$ cat config.mk
export PLATFORM = sky130hd
export DESIGN_NAME = echo_wnd_sequencer
export DESIGN_NICKNAME = d
export VERILOG_FILES = /design/src/rtl/echo_wnd_sequencer_pkg.sv /design/src/rtl/echo_wnd_sequencer_cycle_counter.sv /design/src/rtl/echo_wnd_sequencer.sv
export SDC_FILE = /design/constraint.sdc
export NUM_CORES = 1
export LEC_CHECK = 0
export CAP_MARGIN = 20
export CORE_MARGIN = 1
export CORE_UTILIZATION = 50
export CTS_CLUSTER_DIAMETER = 200
export DETAILED_ROUTE_END_ITERATION = 10
export HOLD_SLACK_MARGIN = 0.02
export PLACE_DENSITY = 0.7
export SLEW_MARGIN = 20
export SYNTH_ARGS = -nofsm -noshare
export SYNTH_HDL_FRONTEND = slang
export SYNTH_SLANG_ARGS = --single-unit
$ cat constraint.sdc
create_clock -name CLK -period 25 [get_ports CLK]
set_input_delay 5 -clock CLK [delete_from_list [all_inputs] [get_ports CLK]]
set_output_delay 5 -clock CLK [all_outputs]
set_load 0.1 [all_outputs]
$ cat src/rtl/echo_wnd_sequencer_pkg.sv
`default_nettype none
// ============================================================================
// Module   : echo_wnd_sequencer_pkg
// Brief    : Shared acquisition types: sequencer FSM encoding, bus width default.
// Revision : 1.0
// ============================================================================
package echo_wnd_sequencer_pkg;

    localparam int c_DATABUS_WIDTH_DEF = 32;

    typedef enum logic [1:0] {
        ST_IDLE   = 2'd0,
        ST_INIT   = 2'd1,
        ST_ECHO   = 2'd2,
        ST_FINISH = 2'd3
    } state_t;

endpackage
`default_nettype wire

$ cat src/rtl/echo_wnd_sequencer_cycle_counter.sv
`default_nettype none
// ============================================================================
// Module   : cycle_counter
// Brief    : Loadable down-counter with zero flag; exposes its next value.
// Revision : 1.0
// ============================================================================
module cycle_counter
    import echo_wnd_sequencer_pkg::*;
#(
    parameter int WIDTH = c_DATABUS_WIDTH_DEF
) (
    input  logic             clk,
    input  logic             rst,
    input  logic             i_load,
    input  logic [WIDTH-1:0] i_load_val,
    input  logic             i_dec,
    output logic [WIDTH-1:0] o_next,
    output logic             o_zero
);

    logic [WIDTH-1:0] r_count;
    logic [WIDTH-1:0] w_next;

    // Saturates at zero so a stalled decrement never wraps.
    always_comb begin
        w_next = r_count;
        if (i_load) begin
            w_next = i_load_val;
        end else if (i_dec && (r_count != '0)) begin
            w_next = r_count - WIDTH'(1);
        end
    end

    always_ff @(posedge clk) begin
        if (rst) begin
            r_count <= '0;
        end else begin
            r_count <= w_next;
        end
    end

    assign o_next = w_next;
    assign o_zero = (r_count == '0);

endmodule
`default_nettype wire

$ cat src/rtl/echo_wnd_sequencer.sv
`default_nettype none
// ============================================================================
// Module   : echo_wnd_sequencer
// Brief    : Echo-train sequencer producing a per-period acquisition window.
// Revision : 1.0
// ============================================================================
module echo_wnd_sequencer
    import echo_wnd_sequencer_pkg::*;
#(
    parameter int DATABUS_WIDTH = c_DATABUS_WIDTH_DEF
) (
    input  logic                     CLK,
    input  logic                     RESET,
    input  logic                     START,
    input  logic                     ABORT,
    input  logic [DATABUS_WIDTH-1:0] INIT_DELAY,
    input  logic [DATABUS_WIDTH-1:0] ECHO_PERIOD,
    input  logic [DATABUS_WIDTH-1:0] WND_OFFSET,
    input  logic [DATABUS_WIDTH-1:0] WND_WIDTH,
    input  logic [DATABUS_WIDTH-1:0] ECHO_COUNT,
    output logic                     ACQ_WND,
    output logic [DATABUS_WIDTH-1:0] ECHO_IDX,
    output logic                     BUSY,
    output logic                     DONE,
    output logic                     CFG_ERR
);

    state_t                   r_state, w_state_nxt;
    logic [DATABUS_WIDTH-1:0] r_delay, r_period, r_offset, r_width, r_count;
    logic [DATABUS_WIDTH-1:0] r_idx, w_idx_nxt;
    logic                     r_acq, w_acq_nxt;
    logic                     r_cfg_err, w_cfg_err_nxt;

    logic                     w_start_req, w_cfg_ok, w_accept;
    logic [DATABUS_WIDTH:0]   w_wnd_end;
    logic [DATABUS_WIDTH-1:0] w_delay, w_period, w_offset, w_width, w_count;
    logic [DATABUS_WIDTH-1:0] w_wnd_hi, w_wnd_lo;

    logic                     w_ctr_load, w_ctr_dec, w_ctr_zero;
    logic [DATABUS_WIDTH-1:0] w_ctr_val, w_ctr_next;

    // ABORT in IDLE masks START entirely, including the config-error pulse.
    assign w_start_req   = (r_state == ST_IDLE) && START && !ABORT;
    assign w_wnd_end     = {1'b0, WND_OFFSET} + {1'b0, WND_WIDTH};
    assign w_cfg_ok      = (ECHO_PERIOD != '0) && (WND_WIDTH != '0) && (ECHO_COUNT != '0)
                           && (w_wnd_end <= {1'b0, ECHO_PERIOD});
    assign w_accept      = w_start_req && w_cfg_ok;
    assign w_cfg_err_nxt = w_start_req && !w_cfg_ok;

    // Live inputs in the accept cycle, latched copies while the train runs.
    assign w_delay  = w_accept ? INIT_DELAY  : r_delay;
    assign w_period = w_accept ? ECHO_PERIOD : r_period;
    assign w_offset = w_accept ? WND_OFFSET  : r_offset;
    assign w_width  = w_accept ? WND_WIDTH   : r_width;
    assign w_count  = w_accept ? ECHO_COUNT  : r_count;

    // The period counter runs PERIOD-1 down to 0, so the window maps to a count range.
    assign w_wnd_hi = w_period - DATABUS_WIDTH'(1) - w_offset;
    assign w_wnd_lo = w_period - w_offset - w_width;

    always_comb begin
        w_state_nxt = r_state;
        w_idx_nxt   = r_idx;
        w_ctr_load  = 1'b0;
        w_ctr_val   = '0;
        w_ctr_dec   = 1'b0;
        case (r_state)
            ST_IDLE: begin
                if (w_accept) begin
                    w_idx_nxt  = '0;
                    w_ctr_load = 1'b1;
                    if (w_delay == '0) begin
                        w_state_nxt = ST_ECHO;
                        w_ctr_val   = w_period - DATABUS_WIDTH'(1);
                    end else begin
                        w_state_nxt = ST_INIT;
                        w_ctr_val   = w_delay - DATABUS_WIDTH'(1);
                    end
                end
            end
            ST_INIT: begin
                if (ABORT) begin
                    w_state_nxt = ST_IDLE;
                    w_ctr_load  = 1'b1;
                end else if (w_ctr_zero) begin
                    w_state_nxt = ST_ECHO;
                    w_ctr_load  = 1'b1;
                    w_ctr_val   = w_period - DATABUS_WIDTH'(1);
                end else begin
                    w_ctr_dec = 1'b1;
                end
            end
            ST_ECHO: begin
                if (ABORT) begin
                    w_state_nxt = ST_IDLE;
                    w_ctr_load  = 1'b1;
                end else if (w_ctr_zero) begin
                    if (r_idx == w_count - DATABUS_WIDTH'(1)) begin
                        w_state_nxt = ST_FINISH;
                    end else begin
                        w_idx_nxt  = r_idx + DATABUS_WIDTH'(1);
                        w_ctr_load = 1'b1;
                        w_ctr_val  = w_period - DATABUS_WIDTH'(1);
                    end
                end else begin
                    w_ctr_dec = 1'b1;
                end
            end
            ST_FINISH: begin
                w_state_nxt = ST_IDLE;
            end
            default: begin
                w_state_nxt = ST_IDLE;
            end
        endcase
    end

    assign w_acq_nxt = (w_state_nxt == ST_ECHO)
                       && (w_ctr_next >= w_wnd_lo) && (w_ctr_next <= w_wnd_hi);

    cycle_counter #(
        .WIDTH (DATABUS_WIDTH)
    ) u_cycle_counter (
        .clk        (CLK),
        .rst        (RESET),
        .i_load     (w_ctr_load),
        .i_load_val (w_ctr_val),
        .i_dec      (w_ctr_dec),
        .o_next     (w_ctr_next),
        .o_zero     (w_ctr_zero)
    );

    always_ff @(posedge CLK) begin
        if (RESET) begin
            r_state   <= ST_IDLE;
            r_idx     <= '0;
            r_acq     <= 1'b0;
            r_cfg_err <= 1'b0;
            r_delay   <= '0;
            r_period  <= '0;
            r_offset  <= '0;
            r_width   <= '0;
            r_count   <= '0;
        end else begin
            r_state   <= w_state_nxt;
            r_idx     <= w_idx_nxt;
            r_acq     <= w_acq_nxt;
            r_cfg_err <= w_cfg_err_nxt;
            if (w_accept) begin
                r_delay  <= INIT_DELAY;
                r_period <= ECHO_PERIOD;
                r_offset <= WND_OFFSET;
                r_width  <= WND_WIDTH;
                r_count  <= ECHO_COUNT;
            end
        end
    end

    assign ACQ_WND  = r_acq;
    assign ECHO_IDX = r_idx;
    assign BUSY     = (r_state == ST_INIT) || (r_state == ST_ECHO);
    assign DONE     = (r_state == ST_FINISH);
    assign CFG_ERR  = r_cfg_err;

endmodule
`default_nettype wire

==> results of run 1 <==
-- worst paths after layout --
kind                          start                endpoint  depth (start not counted)
min          r_delay[21]$_SDFF_PP0_  r_delay[21]$_SDFF_PP0_                          2
max reg2reg   r_state[1]$_SDFF_PP0_      ACQ_WND$_SDFF_PP0_                         35
min reg2reg  r_delay[21]$_SDFF_PP0_  r_delay[21]$_SDFF_PP0_                          2
max                    WND_WIDTH[1]      ACQ_WND$_SDFF_PP0_                         53
-- flip-flops by register name, indices dropped and copies added (netlist names) --
signal	flops
r_period	32
r_width	32
ACQ_WND	1
r_count	32
r_offset	32
ECHO_IDX	32
CFG_ERR	1
u_cycle_counter.r_count	32
r_state	2
r_delay	32
-- cell families (layout without fill, tap and decap cells) --
family | after synthesis | after routing | synth area share (%)
simple gates | 966 | 966 | 22.7
mux | 186 | 186 | 8.81
compound gates | 573 | 573 | 18.3
flops | 228 | 228 | 21.5
xor+xnor | 221 | 221 | 9.31
fa+ha+maj | 232 | 232 | 14.8
other cells | 0 | 2 | 0
buf+inv | 226 | 383 | 4.53
-- worst reg2reg max path: cells and delay by family (launching register included) --
family | cells | cell delay (ns)
AND/OR/NAND/NOR | 12 | 3.61
AO/OA/AOI/OAI | 16 | 3.28
adder cells (fa/ha/maj) | 3 | 1.06
buffers and inverters | 2 | 0.89
multiplexers | 2 | 0.50
flip-flops | 1 | 0.34
-- cell usage in the layout (no fill, tap or decap), types with 44 or more instances in the layout --
master and n:
sky130_fd_sc_hd__a21o_1 50, sky130_fd_sc_hd__a21oi_1 217, sky130_fd_sc_hd__clkdlybuf4s50_1 198, sky130_fd_sc_hd__dfxtp_1 228, sky130_fd_sc_hd__ha_1 199, sky130_fd_sc_hd__inv_1 117
sky130_fd_sc_hd__mux2i_1 179, sky130_fd_sc_hd__nand2_1 233, sky130_fd_sc_hd__nand3_1 58, sky130_fd_sc_hd__nand4_1 53, sky130_fd_sc_hd__nor2_1 258, sky130_fd_sc_hd__nor3_1 83
sky130_fd_sc_hd__nor4_1 64, sky130_fd_sc_hd__o21ai_0 61, sky130_fd_sc_hd__or3_1 44, sky130_fd_sc_hd__xnor2_1 140, sky130_fd_sc_hd__xor2_1 78
-- stage by stage --
step / util [%] / total power [mW] / worst slack [ns] / hold slack, ns
floorplan: - / 1.99 / 8.52 / 0.431
global placement: 56.1 / 2.48 / 7.08 / 0.441
detailed placement: 56.1 / 2.53 / 6.90 / 0.452
CTS: 58.5 / 3.00 / 7.46 / 0.461
global route: 58.5 / 3.27 / 6.26 / 0.475
finish: 58.5 / 3.04 / 7.33 / 0.460
-- layout make-up --
type	instances	area (sq um)
inverter	117	439
tap	539	674
clock inverter	19	259
antenna	2	5.00
fill	3829	17400
multi-input combinational	2178	15700
clock buffer	33	771
sequential	228	4560
timing repair buffer	214	2120
-- routing by layer --
layer | vias up | GRT usage, %
li1 | 9825 | -
met1 | 9907 | 45.5
met2 | 821 | 57.7
met3 | 155 | 4.51
met4 | 4 | 15.2
met5 | - | 0
-- power by group through the flow --
stage / sequential [mW] / combinational [mW] / clock [mW]
final: 0.441 / 2.14 / 0.458
after global routing: 0.445 / 2.34 / 0.475
after CTS: 0.440 / 2.10 / 0.462
after detailed placement: 0.447 / 2.08 / 0
after global placement: 0.445 / 2.04 / 0
after floorplan: 0.440 / 1.55 / 0
==> impl_metrics.py, run 1 <==
metrics = {
    "run_status": {
        "outcome": "completed",
    },
    "run": {
        "max_cap_violations": 0,
    },
    "timing": {
        "setup-violations-final": 0,
        "finalWorstPathRequiredPeriod_ns": 17.67,
        "layout_worst_path_cycle_share_pct": 70.7,
        "slew_viol_final": 0,
        "setup_repair_after_global_routing_missed_its_margin": "no",
        "setup_tns_ns": 0,
        "worst_pin_slew_ns": 1.13,
        "maxSlewHeadroom_pct": 24.2,
        "finClkSkew_ns": 0.0147,
        "fmax_ghz": 0.0566,
        "hold_viol": 0,
    },
    "clocking": {
        "postCtsHoldBufs": 0,
        "cts_inserted_buffers": 29,
        "clock_sinks": 228,
        "clkTransAtPathRegs_ns": 0.07,
        "clk_root_buffer_cell": "sky130_fd_sc_hd__clkbuf_16",
        "postCtsResizedCells": 0,
        "clk-insertion-delay-late_ns": 0.60,
        "clock_tree.buffer_depth": 3,
        "cts.htree.levels": 1,
        "tritoncts": "yes",
        "post-cts-setup-buffer-count": 0,
    },
    "die": {
        "initial_utilization_pct": 50.6,
        "die_w_um": 208,
        "total_number_of_placement_rows": 75,
        "core_region_area_sq_um": 41900,
        "die-height_um": 208,
        "ios": 200,
        "design.die.area_sq_um": 43300,
    },
    "grt": {
        "antenna_violations_before_repair": 3,
        "groute.usage.overall_pct": 34.9,
        "wire_length_of_the_first_global_routing_pass_um": 117000,
        "gr-total-overflow": 0,
        "vias_in_the_first_global_route": 19700,
        "pin_count_of_the_biggest_net_entering_global_routing": 136,
    },
    "cells_and_area": {
        "nets": 3164,
        "synthToLayoutAreaGrowth_pct": 15.7,
        "layout-drive-gt1-share_pct": 5.02,
        "finalInstanceArea_sq_um": 24600,
        "final_cell_count_no_fill": 3330,
    },
    "placement": {
        "post-place-cells": 3276,
        "buffer_ports.inserted": 199,
        "routabilityCongestion": 1.02,
        "detailedPlacementHpwl_um": 61100,
        "placement.cell_area_sq_um": 23500,
    },
    "setup_path": {
        "timing.critical_path.slowest_cell_delay_ns": 0.77,
        "critical_path_buf_inv_count": 3,
        "cp_data_required_time_ns": 25.49,
        "setup.worst_path.end_class": "flop",
        "start_kind": "primary input",
        "r2r_slack_ns": 15.22,
        "critPathTopFamily": "compound AO/OA/AOI/OAI gates",
        "critPathArrivalTime_ns": 18.16,
        "timing.critical_path.fanout_max": 90,
        "critical-path-slowest-cell": "sky130_fd_sc_hd__buf_4",
        "criticalPathCategory": "primary input to flop",
    },
    "yosys": {
        "ys_top_cells_by_area": "sky130_fd_sc_hd__dfxtp_1 (22%), sky130_fd_sc_hd__ha_1 (12%), sky130_fd_sc_hd__mux2i_1 (8.4%)",
        "synth_async_sr_flop_share_pct": 0,
        "post-synth-top-count-cell": "sky130_fd_sc_hd__nor2_1",
        "synthesis.yosys.warnings": 0,
        "syn_inst": 2632,
        "synth_area_sq_um": 21200,
        "mean_instance_size_in_the_synthesized_netlist_sq_um": 8.06,
        "synth.net_count": 3028,
        "synth_cell_types": 83,
        "ys_top_cells_by_count": "sky130_fd_sc_hd__nor2_1 (259), sky130_fd_sc_hd__nand2_1 (233), sky130_fd_sc_hd__dfxtp_1 (228), sky130_fd_sc_hd__a21oi_1 (217), sky130_fd_sc_hd__ha_1 (199)",
        "yosysTopAreaCellShare_pct": 21.5,
        "synth-edff-count": 0,
        "synth_top_area_cell": "sky130_fd_sc_hd__dfxtp_1",
        "synth_flop_cell": "sky130_fd_sc_hd__dfxtp_1",
        "yosysSeqAreaShare_pct": 21.5,
        "postSynthRegisterBits": 228,
    },
    "power_and_ir_drop": {
        "pwr-share-comb_pct": 70.5,
        "internal-power_mw": 1.55,
        "power.sequential.fraction_pct": 14.5,
        "swShare_pct": 49.0,
        "share_clk_of_total_power_pct": 15.1,
        "switchingPower_mw": 1.49,
        "power.density_nw_per_um2": 124,
        "power.static_leakage_nw": 10.3,
        "ir_worst_vdd_v": 0.000128,
    },
    "detailed_routing": {
        "route.met3.wl_um": 4940,
        "met2_length_um": 35600,
        "post_dr_wirelength_cell_um": 23.1,
        "antenna_violating_nets_post_route": 0,
        "drtPass1Iterations": 6,
        "drtIter0Drc": 1942,
        "detail_route.wirelength.met1_um": 32900,
        "topRoutingLayerUsed": "met5",
        "drc_errors_left": 0,
        "wl_um": 77000,
        "via_count": 20700,
        "avgViaCountPerCell": 6.22,
    },
    "worst_hold_path": {
        "holdCritPathClass": "flop to flop",
    },
}
No activity file was read; power rests on OpenSTA's default activity.
==> run 2, diff against run 1 <==
==> constraint.sdc (replaced) <==
create_clock -name CLK -period 17.76 [get_ports CLK]
set_input_delay 3.552 -clock CLK [delete_from_list [all_inputs] [get_ports CLK]]
set_output_delay 3.552 -clock CLK [all_outputs]
set_load 0.1 [all_outputs]
==> run 2 against run 1 <==
  * Setup slack worse by 5.8 ns
  * Via count rose by 0.26%
  * Clock skew rose by 0.0090 ns
  * Register-to-register slack got worse by 6.6 ns
  * Sequential share of layout area increased by 0.059 points
==> impl_metrics.py, run 2 (synthesis gave the netlist of run 1 again) <==
metrics = {
    "cells_and_area": {
        "area_of_combinational_cells_with_multiple_inputs_sq_um": 15700,
        "synthToLayoutAreaGrowth_pct": 15.3,
        "seq_area_sq_um": 4560,
        "layout.cells.most_common": "sky130_fd_sc_hd__nor2_1",
        "final_cell_count_no_fill": 3328,
        "layout-drive-gt1-share_pct": 5.02,
        "num-fill-cells": 3864,
        "nets": 3166,
        "num_antenna_cells": 0,
        "finalInstanceArea_sq_um": 24500,
        "final_cell_mix": "sky130_fd_sc_hd__nor2_1 (258), sky130_fd_sc_hd__nand2_1 (233), sky130_fd_sc_hd__dfxtp_1 (228)",
    },
    "timing": {
        "setup_tns_ns": 0,
        "finClkSkew_ns": 0.0237,
        "finalWorstPathRequiredPeriod_ns": 16.21,
        "fmax_ghz": 0.0617,
        "layout_worst_path_cycle_share_pct": 91.2,
        "slew_viol_final": 0,
        "hold_viol": 0,
        "setup_repair_after_global_routing_missed_its_margin": "no",
        "worst_pin_slew_ns": 1.14,
        "setup-violations-final": 0,
        "maxSlewHeadroom_pct": 23.5,
    },
    "detailed_routing": {
        "avgViaCountPerCell": 6.24,
        "post_dr_wirelength_cell_um": 23.6,
        "drc_errors_left": 0,
        "via_count": 20800,
        "wl_um": 78700,
        "antenna_violating_nets_post_route": 0,
        "drtIter0Drc": 1849,
        "drtPass1Iterations": 5,
    },
    "clocking": {
        "clk-insertion-delay-late_ns": 0.59,
        "postCtsHoldBufs": 0,
        "clkTransAtPathRegs_ns": 0.07,
        "tritoncts": "yes",
        "postCtsResizedCells": 0,
        "clock_sinks": 228,
        "clock_tree.buffer_depth": 3,
        "cts_inserted_buffers": 27,
        "cts.htree.levels": 1,
        "post-cts-setup-buffer-count": 0,
        "clk_root_buffer_cell": "sky130_fd_sc_hd__clkbuf_16",
    },
    "grt": {
        "antenna_violations_before_repair": 1,
        "vias_in_the_first_global_route": 20000,
        "pin_count_of_the_biggest_net_entering_global_routing": 102,
        "wire_length_of_the_first_global_routing_pass_um": 119000,
        "gr-total-overflow": 0,
        "groute.usage.overall_pct": 35.6,
    },
    "placement": {
        "placement.cell_area_sq_um": 23600,
        "buffer_ports.inserted": 199,
        "detailedPlacementHpwl_um": 62700,
        "post-place-cells": 3280,
        "routabilityCongestion": 0.979,
    },
    "setup_path": {
        "cp_data_required_time_ns": 18.25,
        "start_kind": "primary input",
        "timing.critical_path.fanout_max": 44,
        "r2r_slack_ns": 8.62,
        "setup.worst_path.end_class": "flop",
        "critical_path.reg2reg.endpoint": "ACQ_WND$_SDFF_PP0_",
        "critical-path-slowest-cell": "sky130_fd_sc_hd__nor3_4",
        "timing.rr.start": "r_state[0]$_SDFF_PP0_",
        "worst_setup_path_startpoint": "WND_WIDTH[1]",
        "timing.critical_path.slowest_cell_delay_ns": 0.71,
        "critPathArrivalTime_ns": 16.69,
        "crit_path_end": "ACQ_WND$_SDFF_PP0_",
        "criticalPathCategory": "primary input to flop",
        "rr_worst_depth": 34,
        "cpMostUsedCell": "sky130_fd_sc_hd__a21o_1",
    },
    "die": {
        "total_number_of_placement_rows": 75,
        "die-height_um": 208,
        "design.die.area_sq_um": 43300,
        "die_w_um": 208,
        "ios": 200,
        "core_region_area_sq_um": 41900,
        "initial_utilization_pct": 50.6,
    },
    "power_and_ir_drop": {
        "power.static_leakage_nw": 10.3,
        "power.density_nw_per_um2": 172,
        "ir_worst_vdd_v": 0.000181,
    },
    "worst_hold_path": {
        "holdCritPathClass": "flop to flop",
        "holdPathStages": 2,
    },
    "run": {
        "max_cap_violations": 0,
    },
    "run_status": {
        "outcome": "completed",
    },
}
run 2: cell types whose count changed in the layout (fill, tap and decap cells not counted), moves of 2 or more:
cell | previous run | this run
sky130_fd_sc_hd__bufinv_16 | 5 | 2
sky130_fd_sc_hd__diode_2 | 2 | 0
sky130_fd_sc_hd__clkbuf_8 | 3 | 5
sky130_fd_sc_hd__clkbuf_16 | 29 | 27
sky130_fd_sc_hd__buf_4 | 14 | 16
run 2: report_power, final:
group | switching, mW | internal [mW] | leakage, nW | total, mW
Combinational | 1.79 | 1.22 | 8.02 | 3.01
Clock | 0.254 | 0.330 | 0.433 | 0.585
Sequential | 0.0483 | 0.572 | 1.85 | 0.621
run 2: worst min path at each step:
stage	start	end	slack, ns
after floorplan	r_delay[14]$_SDFF_PP0_	r_delay[14]$_SDFF_PP0_	0.43
after global placement	r_delay[14]$_SDFF_PP0_	r_delay[14]$_SDFF_PP0_	0.44
after detailed placement	r_delay[14]$_SDFF_PP0_	r_delay[14]$_SDFF_PP0_	0.44
after CTS	r_delay[14]$_SDFF_PP0_	r_delay[14]$_SDFF_PP0_	0.45
after global routing	r_delay[14]$_SDFF_PP0_	r_delay[14]$_SDFF_PP0_	0.48
final	r_delay[14]$_SDFF_PP0_	r_delay[14]$_SDFF_PP0_	0.45
run 2: cell type report:
cell class              instances  area share, %
well taps                     539           2.76
flip-flops and latches        228           18.6
clock inverters                15          0.665
multi-input cells            2178           64.2
repair buffers                218           8.84
clock buffers                  33           3.06
inverters                     117           1.79
run 2: worst max-delay path, delay by kind of cell:
| family | cells | cell delay (ns) |
|---|---|---|
| AOI/OAI and AO/OA | 31 | 6.82 |
| and+or+nand+nor | 11 | 3.22 |
| adders and majority gates | 4 | 1.29 |
| buffers and inverters | 3 | 1.13 |
| muxes | 2 | 0.51 |
| xor gates and xnor gates | 1 | 0.13 |
run 2: routing by layer:
metal  GRT usage (%)  routed length (um)  vias up  share of wire (%)
li1                -                   -     9815                  -
met1            45.7               33300     9980                 42
met2            59.6               36600      808                 47
met3            4.88                4940      161                6.3
met4            15.9                3770        2                4.8
met5               0                  13        -              0.017
run 2: metrics by stage:
step / setup WS (ns) / hold WS, ns / utilization, % / power [mW]
after detailed placement: 1.16 / 0.443 / 56.2 / 3.56
final: 1.56 / 0.451 / 58.4 / 4.21
after global routing: 0.907 / 0.475 / 58.4 / 4.54
after CTS: 1.71 / 0.451 / 58.3 / 4.16
after global placement: 1.56 / 0.443 / 56.2 / 3.51
after floorplan: 2.72 / 0.431 / - / 2.80
